### config.mk
export PLATFORM = sky130hd
export DESIGN_NAME = rr_timeout_arbiter_flat
export DESIGN_NICKNAME = d
export VERILOG_FILES = /design/src/rtl/noc_arb_pkg.sv /design/src/rtl/rr_timeout_arbiter_if.sv /design/src/rtl/arb_timeout_counter.sv /design/src/rtl/rr_timeout_arbiter.sv /design/src/flat_wrapper.sv
export SDC_FILE = /design/constraint.sdc
export NUM_CORES = 1
export LEC_CHECK = 0
export ABC_AREA = 1
export CELL_PAD_IN_SITES_DETAIL_PLACEMENT = 2
export CELL_PAD_IN_SITES_GLOBAL_PLACEMENT = 2
export CORE_ASPECT_RATIO = 1.1
export CORE_MARGIN = 8
export CORE_UTILIZATION = 28
export CTS_CLUSTER_SIZE = 24
export DETAILED_ROUTE_END_ITERATION = 6
export PLACE_DENSITY = 0.87
export SKIP_LAST_GASP = 1
export SLEW_MARGIN = 40
export SYNTH_ARGS = -nofsm -noshare
export SYNTH_HDL_FRONTEND = slang
export SYNTH_SLANG_ARGS = --single-unit
### constraint.sdc
create_clock -name clk -period 3.4 [get_ports clk]
set_input_delay 0.68 -clock clk [delete_from_list [all_inputs] [get_ports clk]]
set_output_delay 0.68 -clock clk [all_outputs]
set_load 0.005 [all_outputs]
### src/rtl/noc_arb_pkg.sv
// noc_arb_pkg: flit encodings, arbiter state type and the round-robin pick helper.
package noc_arb_pkg;
   localparam int MAX_PORTS = 32;
   localparam int IDX_W = $clog2(MAX_PORTS);
   typedef enum logic [2:0] {HEAD_ID = 3'b001, TAIL_ID = 3'b100} flit_id_t;
   typedef enum logic {IDLE, GRANT} arb_state_t;
   typedef struct packed {
      logic found;
      logic [IDX_W-1:0] idx;
   } pick_t;
   // Searches ptr+1, ptr+2, ... with wrap; descending loop leaves the nearest hit in r.
   function automatic pick_t rr_pick(input logic [MAX_PORTS-1:0] mask, input int ptr, input int n);
      pick_t r;
      int j;
      r = '0;
      for (int k = MAX_PORTS; k >= 1; k--)
         if (k <= n) begin
            j = ptr + k;
            if (j >= n) j = j - n;
            if (mask[j]) begin
               r.found = 1'b1;
               r.idx = j[IDX_W-1:0];
            end
         end
      return r;
   endfunction
endpackage

### src/rtl/rr_timeout_arbiter_if.sv
// rr_timeout_arbiter_if: request/flit inputs and grant/timeout outputs of the arbiter.
//  master drives req/flit_id/length and observes grant*/timeout*; slave is the arbiter side.
interface rr_timeout_arbiter_if #(
   parameter int NUM_PORTS = 5,
   parameter int LEN_W = 12,
   parameter int FLIT_ID_W = 3
);
   localparam int PTR_W = $clog2(NUM_PORTS);
   logic [NUM_PORTS-1:0] req;
   logic [NUM_PORTS*FLIT_ID_W-1:0] flit_id;
   logic [NUM_PORTS*LEN_W-1:0] length;
   logic [NUM_PORTS-1:0] grant;
   logic grant_valid;
   logic [PTR_W-1:0] grant_idx;
   logic timeout;
   logic [PTR_W-1:0] timeout_idx;
   modport master (
      output req, flit_id, length,
      input grant, grant_valid, grant_idx, timeout, timeout_idx
   );
   modport slave (
      input req, flit_id, length,
      output grant, grant_valid, grant_idx, timeout, timeout_idx
   );
endinterface

### src/rtl/arb_timeout_counter.sv
// arb_timeout_counter: per-input timeout limits (loaded on head flits) and the shared hold counter.
//  in: clk, rst, flit_id, length, grant_idx, new_grant, holding; out: timesup.
module arb_timeout_counter
   import noc_arb_pkg::*;
#(
   parameter int NUM_PORTS = 5,
   parameter int LEN_W = 12,
   parameter int FLIT_ID_W = 3
) (
   input logic clk,
   input logic rst,
   input logic [NUM_PORTS*FLIT_ID_W-1:0] flit_id,
   input logic [NUM_PORTS*LEN_W-1:0] length,
   input logic [$clog2(NUM_PORTS)-1:0] grant_idx,
   input logic new_grant,
   input logic holding,
   output logic timesup
);
   logic [LEN_W-1:0] limit [NUM_PORTS];
   logic [LEN_W-1:0] cnt;
   logic [LEN_W-1:0] lim;
   always_ff @(posedge clk)
      if (rst) begin
         for (int i = 0; i < NUM_PORTS; i++) limit[i] <= '0;
         cnt <= '0;
      end else begin
         for (int i = 0; i < NUM_PORTS; i++)
            if (flit_id[i*FLIT_ID_W +: FLIT_ID_W] == FLIT_ID_W'(HEAD_ID)) limit[i] <= length[i*LEN_W +: LEN_W];
         cnt <= new_grant ? '0 : holding ? cnt + LEN_W'(1) : cnt;
      end
   assign lim = limit[grant_idx];
   // >= rather than == so a limit lowered mid-grant below cnt still fires.
   assign timesup = (lim != '0) && (cnt >= lim - LEN_W'(1));
endmodule

### src/rtl/rr_timeout_arbiter.sv
// rr_timeout_arbiter: round-robin arbiter with per-input packet timeout for a NoC output port.
//  in: clk, rst, bus.req/flit_id/length; out: bus.grant/grant_valid/grant_idx/timeout/timeout_idx.
module rr_timeout_arbiter
   import noc_arb_pkg::*;
#(
   parameter int NUM_PORTS = 5,
   parameter int LEN_W = 12,
   parameter int FLIT_ID_W = 3
) (
   input logic clk,
   input logic rst,
   rr_timeout_arbiter_if.slave bus
);
   localparam int PTR_W = $clog2(NUM_PORTS);
   arb_state_t state, state_n;
   logic [PTR_W-1:0] idx, idx_n, ptr, ptr_n, to_idx, to_idx_n;
   logic to, to_n, timesup, hold, new_grant;
   logic [NUM_PORTS-1:0] cand;
   pick_t pk;
   always_ff @(posedge clk)
      if (rst) begin
         state <= IDLE;
         idx <= '0;
         ptr <= PTR_W'(NUM_PORTS - 1);
         to <= 1'b0;
         to_idx <= '0;
      end else begin
         state <= state_n;
         idx <= idx_n;
         ptr <= ptr_n;
         to <= to_n;
         to_idx <= to_idx_n;
      end
   // The current owner is excluded on release so a timed-out input cannot be regranted back-to-back.
   always_comb begin
      hold = (state == GRANT) && bus.req[idx] && !timesup;
      cand = (state == GRANT) ? bus.req & ~(NUM_PORTS'(1) << idx) : bus.req;
      pk = rr_pick(MAX_PORTS'(cand), int'(ptr), NUM_PORTS);
      new_grant = !hold && pk.found;
      state_n = (hold || pk.found) ? GRANT : IDLE;
      idx_n = new_grant ? pk.idx[PTR_W-1:0] : idx;
      ptr_n = new_grant ? pk.idx[PTR_W-1:0] : ptr;
      to_n = (state == GRANT) && bus.req[idx] && timesup;
      to_idx_n = to_n ? idx : to_idx;
   end
   always_comb begin
      bus.grant = (state == GRANT) ? NUM_PORTS'(1) << idx : '0;
      bus.grant_valid = state == GRANT;
      bus.grant_idx = idx;
      bus.timeout = to;
      bus.timeout_idx = to_idx;
   end
   arb_timeout_counter #(
      .NUM_PORTS(NUM_PORTS),
      .LEN_W(LEN_W),
      .FLIT_ID_W(FLIT_ID_W)
   ) u_cnt (
      .clk(clk),
      .rst(rst),
      .flit_id(bus.flit_id),
      .length(bus.length),
      .grant_idx(idx),
      .new_grant(new_grant),
      .holding(hold),
      .timesup(timesup)
   );
endmodule

### src/flat_wrapper.sv
// flat-port wrapper written by rule: the top's interface ports become plain ports
module rr_timeout_arbiter_flat import noc_arb_pkg::*;
#(
   parameter int NUM_PORTS = 5,
   parameter int LEN_W = 12,
   parameter int FLIT_ID_W = 3
)
  (clk, rst, bus_req, bus_flit_id, bus_length, bus_grant, bus_grant_valid, bus_grant_idx, bus_timeout, bus_timeout_idx);
  rr_timeout_arbiter_if #(.NUM_PORTS(NUM_PORTS), .LEN_W(LEN_W), .FLIT_ID_W(FLIT_ID_W)) bus_i ();
  input logic clk;
  input logic rst;
  input wire logic [$bits(bus_i.req)-1:0] bus_req;
  input wire logic [$bits(bus_i.flit_id)-1:0] bus_flit_id;
  input wire logic [$bits(bus_i.length)-1:0] bus_length;
  output wire logic [$bits(bus_i.grant)-1:0] bus_grant;
  output wire logic [$bits(bus_i.grant_valid)-1:0] bus_grant_valid;
  output wire logic [$bits(bus_i.grant_idx)-1:0] bus_grant_idx;
  output wire logic [$bits(bus_i.timeout)-1:0] bus_timeout;
  output wire logic [$bits(bus_i.timeout_idx)-1:0] bus_timeout_idx;
  assign bus_i.req = bus_req;
  assign bus_i.flit_id = bus_flit_id;
  assign bus_i.length = bus_length;
  assign bus_grant = bus_i.grant;
  assign bus_grant_valid = bus_i.grant_valid;
  assign bus_grant_idx = bus_i.grant_idx;
  assign bus_timeout = bus_i.timeout;
  assign bus_timeout_idx = bus_i.timeout_idx;
  rr_timeout_arbiter #(.NUM_PORTS(NUM_PORTS), .LEN_W(LEN_W), .FLIT_ID_W(FLIT_ID_W)) u_core (.clk(clk), .rst(rst), .bus(bus_i));
endmodule
======== Yosys cells after proc, flatten, opt, wreduce, memory -nomap -nowiden ========
Memories as Yosys holds them, arrays and structs flattened. A register that Yosys moved wholly into a read port is not among the register bits.
Index checks and enable logic that the tools add are counted.
operators by class
  order comparisons ....................... 12
  bitwise operators ....................... 7
  shift-type cells ........................ 1
  $add $sub $neg .......................... 12
  reductions and logical operators ........ 10
  equal/unequal tests ..................... 5
  muxes and demuxes ....................... 54
operator list
  operator                                                             count
  greater-or-equal comparator 32 x 4 -> 1 bit (second input constant)  5
  < comparator 32 x 7 -> 1 bit (second input constant)                 5
  two-way mux 32 bit                                                   5
  subtractor 32 x 4 -> 32 bit (second input constant)                  5
  two-way mux 12 bit                                                   5
  two-way mux 6 bit                                                    5
  two-way mux 1 bit                                                    29
  binary-select mux 1 bit (select 5 bit)                               5
  == test 3 x 1 -> 1 bit (second input constant)                       5
  adder 12 x 1 -> 12 bit (second input constant)                       1
  greater-or-equal comparator 12 bit                                   1
  nonzero test 12 bit                                                  1
  subtractor 12 x 1 -> 12 bit (second input constant)                  1
  two-way mux 5 bit                                                    2
  adder 3 x 2 -> 4 bit (second input constant)                         2
  adder 3 x 3 -> 4 bit (second input constant)                         2
  two-way mux 3 bit                                                    2
  AND 5 bit                                                            1
  logical AND 1 bit                                                    5
  NOT 5 bit                                                            1
  bitwise OR 1 bit                                                     5
  left shift 1 x 3 -> 5 bit (first input constant)                     1
  adder 3 x 1 -> 4 bit (second input constant)                         1
  < comparator 3 x 4 -> 1 bit (second input constant)                  1
  4 further kinds                                                      5
storage, ports and cells
  output and inout port bits .............. 13
  memories kept ........................... 1
  input port bits ......................... 82
  RAM bits ................................ 60
  flip-flop bits (word level) ............. 23
memory list
  name                depth  bits a word  read ports  clocked after memory_dff  write ports  RTL line                   RTL
  u_core.u_cnt.limit  5      12           1           1                         5            arb_timeout_counter.sv:19  logic [LEN_W-1:0] limit [NUM_PORTS];

======== Longest topological paths before layout ========
  depth in word-level cells ............... 15
  depth in mapped cells ................... 25
  gate-level depth less buffers ........... 23

======== By module ========
A second synthesis with hierarchy kept.
unflattened totals
  cell total of the unflattened synthesis .. 822
  area total of the unflattened synthesis .. 6,100.9 um^2
by module, submodules not included
  module               cells an instance  instances  area each (um^2)
  arb_timeout_counter  527                1          4,245.3
  rr_timeout_arbiter   295                1          1,855.5

======== Worst setup path after synthesis ========
Ideal clock, no wire load.
  kind .................................... register -> register
  start ................................... reg with a tool-made name
  end ..................................... reg u_core.u_cnt.cnt[8]
  path buffers ............................ 3
  data arrival time ....................... 3,035 ps
  library setup time ...................... 119 ps
  slack ................................... 246 ps
  data required time ...................... 3,281 ps
  clock period less this slack ............ 3,154 ps
  cell stages (with the launch flop) ...... 25
  path through ............................ dfxtp_1 buf_6 inv_2 buf_6 o21ai_0 o22ai_1 nand2_1 o21ai_0 inv_1 ha_1 inv_1 nor2_1 nand4_1 xor2_1 inv_1 ha_1 nand2_1 nor2_1 a211oi_1 nand4_1 nand2_2 nand2_4 buf_2 o21ai_1 a21oi_2
RTL lines
  item                  RTL line                   RTL
  end signal, assigned  arb_timeout_counter.sv:29  cnt <= new_grant ? '0 : holding ? cnt + LEN_W'(1) : cnt;
  end, declared         arb_timeout_counter.sv:20  logic [LEN_W-1:0] cnt;

==> results.tsv <==
stage	metric	value	unit
run_status	status	complete, but fails checks	
run_status	violated checks	setup timing	
routing	DRT Pass-1 Iters	5	
floorplan	Chip Height	167	um
synthesis	Mapped Area	0.00581	sq mm
routing	initial DRC count	350	
routing	Via Count	6306	
timing	relative slew slack	39.0	%
routing	drt total wl	30700	um
floorplan	Initial Util	28.4	%
worst_setup_path	slowest stage delay, CP	400	ps
power	LEAKAGE	3.65	nW
timing	clk_skew	24.2	ps
flow_run	max_cap viols	0	
timing	TNS Setup	-7290	ps
synthesis	FF+latch count, synth	84	
timing	period utilization	113	%
global_route	antenna violations before repair	0	
hold_path	hold path cells	2	
timing	Max Slew Vio Count	0	
floorplan	core box area	0.0204	sq mm
finish	fraction of layout cells with a size suffix above 1	24.7	%
floorplan	DIE AREA	0.0256	sq mm
clocking	worst-skew pair later-pin latency	390	ps
synthesis	Post-synth ARST share	0	%
worst_setup_path	crit path max fanout	8	
timing	RSZ-0062 raised after global routing	true	
global_route	pin count of the biggest net entering global routing	35	
synthesis	register area share after synthesis	39.3	%
power	Pwr Total	7.28	mW
timing	count of final setup violators	24	
worst_setup_path	crit path kind	flip-flop to flip-flop	
worst_setup_path	WP data arrival	4150	ps
clocking	CTS clk-pin slew, worst paths	90	ps
placed_design	IO buf count	94	
worst_setup_path	CP Capture Type	flip-flop	
global_route	first-pass GRT wire length	42300	um
routing	WL per Instance	26.0	um
worst_setup_path	worst reg2reg path depth	20	
routing	Vias/cell	5.33	
timing	fmax	0.260	GHz
finish	Diodes inserted	0	
synthesis	Syn. warnings	0	
placed_design	Placer Congestion	0.798	
clocking	clk buf depth	2	
global_route	grt total ovfl	0	
finish	Nets	1039	
placed_design	pre-CTS setup slack	-223	ps
finish	commonest non-fill, non-tap cells in the layout	131 x nand2_1, 111 x nor2_1, 108 x inv_1	
timing	Slew @ Worst Pin	905	ps
clocking	CTS tree	done	
routing	# DRC	0	
floorplan	Std-Cell Rows	55	
worst_setup_path	Startpoint Class	flip-flop	
synthesis	Cells after Synth	778	
floorplan	I/O Pins	95	
synthesis	synthesized area per cell	7.46	sq um
timing	final period demand of the worst path	3850	ps
worst_setup_path	reg-to-reg slack, setup	-450	ps
power	maximum vdd drop	0.413	mV
global_route	GRT Util Overall	21.5	%
worst_setup_path	crit path max-delay cell type	dfxtp_4	
worst_setup_path	cell breakdown of the critical path	bufbuf_16, nor2_1, nor2_1, o21ai_2, nand2_2, o21ai_4, buf_4, nand4_1, xor2_2, inv_2, ha_4, nand2_4, nor2_4, a211oi_2, nand4_1, nand2_2, nand2_8, nand2_8, nand3_1, nand2_1	
finish	Filler cells	2237	
clocking	Root Buffer	clkbuf_16	
clocking	CTS H-tree lvls	3	
placed_design	hpwl dp	16800	um
synthesis	Post-synth EDFFs	60	
global_route	vias in the first global route	6977	
finish	Core Util, Final	41.7	%
synthesis	Synth cell types	42	
worst_setup_path	critical path required time	3710	ps
routing	remaining antenna violation count after routing	0	
clocking	cts bufs inserted	9	
timing	hold slack	459	ps
finish	commonest non-fill, non-tap cell in the layout	nand2_1	
finish	area growth from synthesis to layout	46.8	%
clocking	clk sink count	84	
synthesis	Post-Syn Nets	894	
hold_path	Worst Min Path Start	u_core.bus.timeout_idx[1]$_SDFFE_PP0P_	
timing	final hold violation count	0	
clocking	Hold-fix buffers, CTS	0	
hold_path	Hold Path Class	flip-flop to flip-flop	
floorplan	Chip Width	153	um
synthesis	Most used DFF post-synth	edfxtp_1	
timing	PnR worst setup slack	-449	ps
power	P per Cell Area	854	mW/mm^2
power breakdown:
| part | switching (mW) | total, mW | internal (mW) |
|---|---|---|---|
| combinational | 3.10 | 4.78 | 1.68 |
| sequential | 0.120 | 1.35 | 1.23 |
| clock | 0.557 | 1.15 | 0.593 |
through the flow:
step	cell area, sq um	std cells
floorplan	5810	778
global placement	7100	1130
detailed placement	7100	1130
CTS	8010	1172
global route	8520	1184
finish	8520	1184
critical path, delay by kind of cell, from the launching register on:
family	cells	cell delay, ps
flip-flops	1	400
buffers and inverters	3	540
AND/OR/NAND/NOR	12	1740
XOR/XNOR	1	290
adder cells (fa/ha/maj)	1	260
AO/OA/AOI/OAI	3	530
area by class of cell:
class                   instances  area [sq um]  share of cell area, %
clock buffers                   9           225                   2.64
clock inverters                 7          92.6                   1.09
inverters                     119           464                   5.45
multi-input cells             551          3590                   42.1
flip-flops and latches         84          2290                   26.9
well taps                     256           320                   3.76
repair buffers                158          1540                   18.1
sequential cells by signal (all words and copies together) (netlist names), named ones only:
name and flops:
u_core.u_cnt.cnt 12, u_core.bus.timeout 1, u_core.bus.grant_valid 1, u_core.ptr 3, u_core.bus.grant_idx 1, u_core.bus.timeout_idx 3
u_core.u_cnt.limit 60
cells in the mapped netlist, types with 4 or more instances:
master / number / share of area (%)
nand2_1: 150 / 9.7
nor2_1: 136 / 8.8
inv_1: 114 / 7.4
nand3_1: 63 / 5.4
edfxtp_1: 60 / 31
ha_1: 33 / 7.1
o21ai_0: 33 / 2.8
dfxtp_1: 24 / 8.3
o21ai_1: 23 / 2.0
a21oi_1: 16 / 1.4
xor2_1: 12 / 1.8
a21oi_2: 10 / 1.5
nand4_1: 10 / 1.1
nor3_1: 9 / 0.78
buf_4: 8 / 1.0
clkbuf_1: 8 / 0.52
or2_2: 8 / 0.86
buf_6: 6 / 1.2
nand2_2: 6 / 0.65
buf_2: 5 / 0.43
o22ai_1: 5 / 0.54
o21ai_2: 4 / 0.60
xnor2_1: 4 / 0.60
worst min path at each step:
stage	to	slack, ps
2_1_floorplan	u_core.bus.timeout_idx[0]$_SDFFE_PP0P_	440
3_3_place_gp	u_core.bus.timeout_idx[2]$_SDFFE_PP0P_	430
3_5_place_dp	u_core.bus.timeout_idx[0]$_SDFFE_PP0P_	450
4_1_cts	u_core.bus.timeout_idx[0]$_SDFFE_PP0P_	460
5_1_grt	u_core.bus.timeout_idx[2]$_SDFFE_PP0P_	500
6_report	u_core.bus.timeout_idx[1]$_SDFFE_PP0P_	460
timing repair:
item / in CTS / in global routing
endpoints found under the hold margin: 0 / 0
pin swaps: 40 / 43
resized for setup: 102 / 90
setup buffers: 22 / 10
cloned: 4 / 2
endpoints found under the setup margin: 24 / 24
cells by family after synthesis:
group / Yosys count / synth area share, %
flip-flops: 84 / 39.3
multiplexers: 1 / 0.172
XOR/XNOR: 16 / 2.41
AO/OA/AOI/OAI: 100 / 10.3
buffers and inverters: 146 / 10.9
adder cells (fa/ha/maj): 34 / 7.46
AND/OR/NAND/NOR: 397 / 29.5
per-layer routing:
layer	global-route usage (%)	up-vias	routed length (um)
li1	-	2787	-
met1	23.8	3183	11800
met2	40.0	247	16200
met3	3.49	89	1290
met4	9.09	0	1440
met5	0	-	0
(Power assumes the default switching activity.)
